===== src/rtl/vga_plot_arbiter.sv =====
// Round-robin owner of the single VGA plot port: one client holds the port for a whole burst,
// pixel outputs are registered. Define PLOT_ARB_TIMEOUT_EN to revoke grants from stalled clients.
module vga_plot_arbiter #(
    parameter int NUM_CLIENTS = 4,
    parameter int X_W         = 8,
    parameter int Y_W         = 8,
    parameter int COLOUR_W    = 24,
    parameter int TIMEOUT     = 255
) (
    input  logic                            CLOCK_50,
    input  logic                            resetn,
    input  logic [NUM_CLIENTS-1:0]          req_valid,
    input  logic [NUM_CLIENTS-1:0]          req_last,
    input  logic [NUM_CLIENTS*X_W-1:0]      req_x,
    input  logic [NUM_CLIENTS*Y_W-1:0]      req_y,
    input  logic [NUM_CLIENTS*COLOUR_W-1:0] req_colour,
    output logic [NUM_CLIENTS-1:0]          req_ready,
    output logic [NUM_CLIENTS-1:0]          burst_done,
    output logic [X_W-1:0]                  screenX,
    output logic [Y_W-1:0]                  screenY,
    output logic [COLOUR_W-1:0]             colour,
    output logic                            plotWriteEnable,
    output logic                            busy,
    output logic [2:0]                      grant_id
);
    typedef enum logic [0:0] {S_IDLE = 1'b0, S_GRANT = 1'b1} state_t;

    state_t                  r_state, w_state_nxt;
    logic [NUM_CLIENTS-1:0]  r_ready, w_ready_nxt, r_done, w_done_nxt, w_acc;
    logic                    r_busy, w_busy_nxt, r_plot;
    logic [2:0]              r_grant_id, w_gid_nxt, r_rr_ptr, w_rr_nxt, w_sel;
    logic                    w_found, w_accept, w_last, w_revoke;
    logic [X_W-1:0]          r_x, w_x;
    logic [Y_W-1:0]          r_y, w_y;
    logic [COLOUR_W-1:0]     r_col, w_col;

    if (NUM_CLIENTS < 2 || NUM_CLIENTS > 8 || TIMEOUT < 1) begin : g_param_check
        $error("vga_plot_arbiter: NUM_CLIENTS must be 2..8 and TIMEOUT >= 1");
    end

    assign w_acc    = r_ready & req_valid;
    assign w_accept = |w_acc;
    assign w_last   = |(w_acc & req_last);
    assign w_x      = req_x[r_grant_id*X_W +: X_W];
    assign w_y      = req_y[r_grant_id*Y_W +: Y_W];
    assign w_col    = req_colour[r_grant_id*COLOUR_W +: COLOUR_W];

    // Round-robin pick: first requester strictly after the last finished client
    always_comb begin
        w_sel   = 3'd0;
        w_found = 1'b0;
        for (int k = 1; k <= NUM_CLIENTS; k++) begin
            if (!w_found && req_valid[(int'(r_rr_ptr) + k) % NUM_CLIENTS]) begin
                w_sel   = 3'((int'(r_rr_ptr) + k) % NUM_CLIENTS);
                w_found = 1'b1;
            end else begin
            end
        end
    end

`ifdef PLOT_ARB_TIMEOUT_EN
    localparam int CNT_W = $clog2(TIMEOUT + 1);
    logic [CNT_W-1:0] r_stall_cnt;

    // Count consecutive bubbles of the current grant; any accepted pixel or new grant restarts it
    always_ff @(posedge CLOCK_50 or negedge resetn) begin
        if (!resetn) begin
            r_stall_cnt <= '0;
        end else if (r_state == S_GRANT && !w_accept) begin
            r_stall_cnt <= r_stall_cnt + CNT_W'(1);
        end else begin
            r_stall_cnt <= '0;
        end
    end

    assign w_revoke = (r_state == S_GRANT) && !w_accept && (r_stall_cnt == CNT_W'(TIMEOUT - 1));
`else
    assign w_revoke = 1'b0;
`endif

    // Next-state and next-grant decode
    always_comb begin
        w_state_nxt = r_state;
        w_ready_nxt = r_ready;
        w_busy_nxt  = r_busy;
        w_gid_nxt   = r_grant_id;
        w_rr_nxt    = r_rr_ptr;
        w_done_nxt  = '0;
        case (r_state)
            S_IDLE: begin
                if (w_found) begin
                    w_state_nxt = S_GRANT;
                    w_ready_nxt = NUM_CLIENTS'(1) << w_sel;
                    w_busy_nxt  = 1'b1;
                    w_gid_nxt   = w_sel;
                end else begin
                end
            end
            S_GRANT: begin
                if (w_last) begin
                    w_state_nxt = S_IDLE;
                    w_ready_nxt = '0;
                    w_busy_nxt  = 1'b0;
                    w_rr_nxt    = r_grant_id;
                    w_done_nxt  = r_ready;
                end else if (w_revoke) begin
                    w_state_nxt = S_IDLE;
                    w_ready_nxt = '0;
                    w_busy_nxt  = 1'b0;
                    w_rr_nxt    = r_grant_id;
                end else begin
                end
            end
            default: begin
                w_state_nxt = S_IDLE;
                w_ready_nxt = '0;
                w_busy_nxt  = 1'b0;
            end
        endcase
    end

    // Arbiter state registers; rr_ptr resets to the top index so client 0 wins first
    always_ff @(posedge CLOCK_50 or negedge resetn) begin
        if (!resetn) begin
            r_state    <= S_IDLE;
            r_ready    <= '0;
            r_busy     <= 1'b0;
            r_grant_id <= 3'd0;
            r_rr_ptr   <= 3'(NUM_CLIENTS - 1);
            r_done     <= '0;
        end else begin
            r_state    <= w_state_nxt;
            r_ready    <= w_ready_nxt;
            r_busy     <= w_busy_nxt;
            r_grant_id <= w_gid_nxt;
            r_rr_ptr   <= w_rr_nxt;
            r_done     <= w_done_nxt;
        end
    end

    // Registered plot port; coordinates and colour hold when nothing is accepted
    always_ff @(posedge CLOCK_50 or negedge resetn) begin
        if (!resetn) begin
            r_plot <= 1'b0;
            r_x    <= '0;
            r_y    <= '0;
            r_col  <= '0;
        end else begin
            r_plot <= w_accept;
            if (w_accept) begin
                r_x   <= w_x;
                r_y   <= w_y;
                r_col <= w_col;
            end
        end
    end

    assign req_ready       = r_ready;
    assign burst_done      = r_done;
    assign screenX         = r_x;
    assign screenY         = r_y;
    assign colour          = r_col;
    assign plotWriteEnable = r_plot;
    assign busy            = r_busy;
    assign grant_id        = r_grant_id;
endmodule


===== config.mk =====
export PLATFORM = sky130hd
export DESIGN_NAME = vga_plot_arbiter
export DESIGN_NICKNAME = d
export VERILOG_FILES = /design/src/rtl/vga_plot_arbiter.sv
export SDC_FILE = /design/constraint.sdc
export NUM_CORES = 1
export LEC_CHECK = 0
export CAP_MARGIN = 10
export CORE_MARGIN = 2
export CORE_UTILIZATION = 38
export CTS_BUF_LIST = sky130_fd_sc_hd__clkbuf_16
export DETAILED_ROUTE_END_ITERATION = 12
export GPL_TIMING_DRIVEN = 0
export PLACE_DENSITY_LB_ADDON = 0.25
export SLEW_MARGIN = 20
export SYNTH_ARGS = -nofsm -noshare
export SYNTH_HDL_FRONTEND = slang
export SYNTH_SLANG_ARGS = --single-unit

===== constraint.sdc =====
create_clock -name CLOCK_50 -period 4.02 [get_ports CLOCK_50]
set_clock_uncertainty 0.15 [all_clocks]
set_input_delay 0.804 -clock CLOCK_50 [delete_from_list [all_inputs] [get_ports CLOCK_50]]
set_output_delay 0.804 -clock CLOCK_50 [all_outputs]
set_load 0.02 [all_outputs]

# Word level (Yosys, flattened, before mapping)
# Cells that the tools add are included.
[word_totals] reg_bits=56 input_bits=170 out_inout_bits=53
[op_classes] n_addsub=4 mul=1 order_cmp=4 eq_ne=2 shifts=4 mux=31 bitwise=7 reduce_logical=15
[op_table] cell="$shiftx A96 B9 Y24" n=1
[op_table] cell="$shiftx A32 B7 Y8" n=2
[op_table] cell="$lt A3 B4 Y1 const B" n=4
[op_table] cell="$mux W1" n=16
[op_table] cell="$mux W4" n=4
[op_table] cell="$mux W3" n=4
[op_table] cell="$and A4 B4 Y4" n=2
[op_table] cell="$bmux W1 S2" n=4
[op_table] cell="$pmux W4 S2" n=1
[op_table] cell="$reduce_or A2 Y1" n=4
[op_table] cell="$reduce_or A4 Y1" n=2
[op_table] cell="$reduce_and A2 Y1" n=3
[op_table] cell="$mul A3 B2 Y5 const B" n=1
[op_table] cell="$add A2 B1 Y2 const B" n=2
[op_table] cell="$add A2 B2 Y2 const B" n=2
[op_table] cell="$and A1 B1 Y1 const A" n=4
[op_table] cell="$pmux W1 S2" n=2
[op_table] cell="$shl A1 B3 Y4 const A" n=1
[op_table] cell="$logic_and A1 B1 Y1" n=3
[op_table] cell="$logic_not A1 Y1" n=3
[op_table] cell="$ne A2 B1 Y1 const B" n=1
[op_table] cell="$ne A2 B2 Y1 const B" n=1
[op_table] cell="$not A1 Y1" n=1

# Depth between registers and ports, before layout
[logic_depth] depth_word=19 ltp_mapped=6

# Least setup slack after synthesis
# Ideal clock, no wire load.
[synth_timing] kind="in2reg" start="input req_valid[1]" end="register r_col[0] (netlist: colour[0])" arrival_time_ns=1.740 path_slack_ns=2.006 cell_stages=5 path_buffers=2 path_cell_list="buf_2 -> a22oi_1 -> nand2_1 -> buf_2 -> mux2_2"
[synth_via] elab_chain_len=2
[synth_rtl] item="start: declaration" line_no="12" text="input logic [NUM_CLIENTS-1:0] req_valid,"
[synth_rtl] item="$and A4 B4 Y4" line_no="41" text="assign w_acc = r_ready & req_valid;"
[synth_rtl] item="$reduce_or A4 Y1" line_no="42" text="assign w_accept = |w_acc;"
[synth_rtl] item="end signal: assignment" line_no="153" text="r_col <= w_col;"
[synth_rtl] item="end: declaration" line_no="35" text="logic [COLOUR_W-1:0] r_col, w_col;"
# No other way between the ends.
# A chain may end at the register's enable or synchronous reset.

# Worst setup path after layout
[layout_timing] start="input req_valid[3]" end="register r_col[14] (netlist: colour[14])"
# Same word-level chain as after synthesis.

==> impl_metrics.ini <==
[cts]
clk_pin_slew_worst_paths_ps = 70
cts_resized = 0
post_cts_buffers = 0
htree_levels = 2
cts_buffers = 5
hold_buffers = 0
cts_buffer_depth = 2
clockRootBuffer = clkbuf_16
clkSinkCount = 55
clkLatencyLatePin_ps = 290
tritoncts = yes

[setup_path]
crit_type = in -> reg
slowest_stage = clkdlybuf4s50_1
r2r_start = grant_id[1]
crit_buf_inv = 3
r2r_cells = 4
cp_top_family = buffers and inverters
path_cells = clkdlybuf4s50_1 -> buf_2 -> a22oi_1 -> nand2_1 -> buf_2 -> mux2_2
cp.required_ps = 4040
cp_data_arrival_time_ps = 2460
cpMostUsedCell = buf_2
cp_max_fo = 10
r2r_slack_ps = 1980
cpPeakStageDelay_ps = 470
cp-startpoint = req_valid[3]
rr_endpoint = colour[9]
start_kind = input pin
end_kind = flip-flop

[cells_and_area]
layout-drive-gt1-share_pct = 24.0
diodes = 0
area_growth_pct = 76.6
final_util_pct = 69.2
final_nets = 611

[placed_design]
gp_congestion = 0.844
io_buffers = 219
place_hpwl_mm = 7.92

[die]
die_h_um = 96.0
fp.dieW_um = 96.0
fp.coreArea_mm2 = 0.00822
rows = 33
initial_utilization_pct = 39.2
ios = 223
die-area_mm2 = 0.00922

[timing]
max_clock_freq_ghz = 0.410
setup_violations = 0
max_slew.worst_pin.slew_ps = 694
finalHoldViolations = 0
post-route-period-util_pct = 60.7
relSlewSlack_pct = 53.8
slew_violations = 0
period_minus_slack_ps = 2440
setup_tns_ps = 0
rsz0062_at_grt = false

[routing]
num_vias = 2839
drt_iter0_drc = 67
ant_nets = 0
drt_pass1_iterations = 4
route.detailed.drc = 0
wl_per_cell_um = 17.9
wl_mm = 9.77
viasPerCell = 5.19

[synth]
netlist_area_mm2 = 0.00322
synth_async_sr_flop_share_pct = 100
synth.distinct_cells = 32
ys.flop_type = dfrtp_1
synth_commonest_cells = dfrtp_1 (53), mux2_2 (42), mux4_2 (38)
synth_top_area_share_pct = 41.2
ys_warn_count = 0
synth_edf_count = 0
syn_avg_cell_area_um2 = 15.0
ys_ff_latch = 55
netlist_top_cells_area = dfrtp_1 (41%), mux4_2 (27%), mux2_2 (15%)
synth.most_common_cell = dfrtp_1
syn_nets = 385
synth_cells = 215
synth_top_area_cell = dfrtp_1
seq_area_frac_synth_pct = 42.8

[min_path]
holdCritStartpoint = colour[12]
min_delay_path_depth = 1
hold_class = reg -> reg
min_delay_worst_endpoint = colour[12]

[grt]
grt_max_degree = 56
grt.total_usage_pct = 20.4
antenna_found_initial = 0
grt-ovfl-total = 0
first_global_vias = 2900
grt_pass1_wl_mm = 14.2

[pwr]
irDropWorstVdd_mv = 0.382
power_leakage_nw = 2.20
power.density_mw_per_mm2 = 669

[job]
maxCapViolCount = 0

[outcome]
status = finished, final reports clean
stage by stage:
stage | instance area [um^2] | hold WS (ps) | power (W) | worst slack [ps] | cells
finish | 5680 | 356 | 0.00380 | 1580 | 547
global route | 5680 | 375 | 0.00403 | 1470 | 547
CTS | 5680 | 361 | 0.00386 | 1550 | 547
detailed placement | 5540 | 344 | 0.00342 | 1260 | 539
global placement | 5540 | 339 | 0.00337 | 253 | 539
floorplan | 3220 | 310 | 0.00246 | 2010 | 215
layout by cell type, fill, tap and decap left out, types with 3 or more instances in the layout:
cell type	count
mux2_2	42
nand3_1	4
nor2_1	6
buf_6	5
buf_2	9
o22ai_1	4
clkbuf_16	5
clkdlybuf4s50_1	218
and2_1	4
nand2_1	7
inv_1	4
a21oi_1	6
o21ai_0	3
dfrtp_1	53
clkbuf_1	5
mux4_2	38
metal layers:
metal	track usage, %	vias up	part of all wire (%)
li1	-	1296	-
met4	5.00	0	1.4
met1	23.9	1394	36
met3	4.46	14	9.5
met2	37.6	135	53
met5	0	-	0
cell families after synthesis:
| family | after synthesis | synth area share, % |
|---|---|---|
| DFF | 55 | 42.8 |
| AOI/OAI and AO/OA | 26 | 5.52 |
| buffers and inverters | 25 | 4.59 |
| other | 1 | 0.117 |
| muxes | 83 | 43.2 |
| and+or+nand+nor | 25 | 3.69 |
report_power, final:
group          internal, W  total [W]  switching [W]
sequential        0.000833   0.000970       0.000138
clock             0.000230   0.000427       0.000197
combinational      0.00136    0.00240        0.00105
total              0.00242    0.00380        0.00138
registers in the layout, summed over array words and instances (netlist names):
signal / flops
burst_done: 4
busy: 1
colour: 24
grant_id: 2
plotWriteEnable: 1
r_rr_ptr: 2
r_state: 1
req_ready: 4
screenX: 8
screenY: 8
cell type report:
type	count	area, um^2
Buffer	21	133
Clock buffer	5	125
Clock inverter	3	20.0
Fill cell	614	2530
Inverter	4	15.0
Multi-Input combinational cell	135	1690
Sequential cell	55	1380
Tap cell	105	131
Timing Repair Buffer	219	2190
how the worst max path moves through the flow:
stage / cells past startpoint / endpoint
2_1_floorplan: 5 / colour[0]
3_3_place_gp: 1 / busy
3_5_place_dp: 6 / screenX[5]
4_1_cts: 6 / screenX[5]
5_1_grt: 6 / colour[2]
6_report: 6 / colour[14]
(Power assumes the default switching activity.)
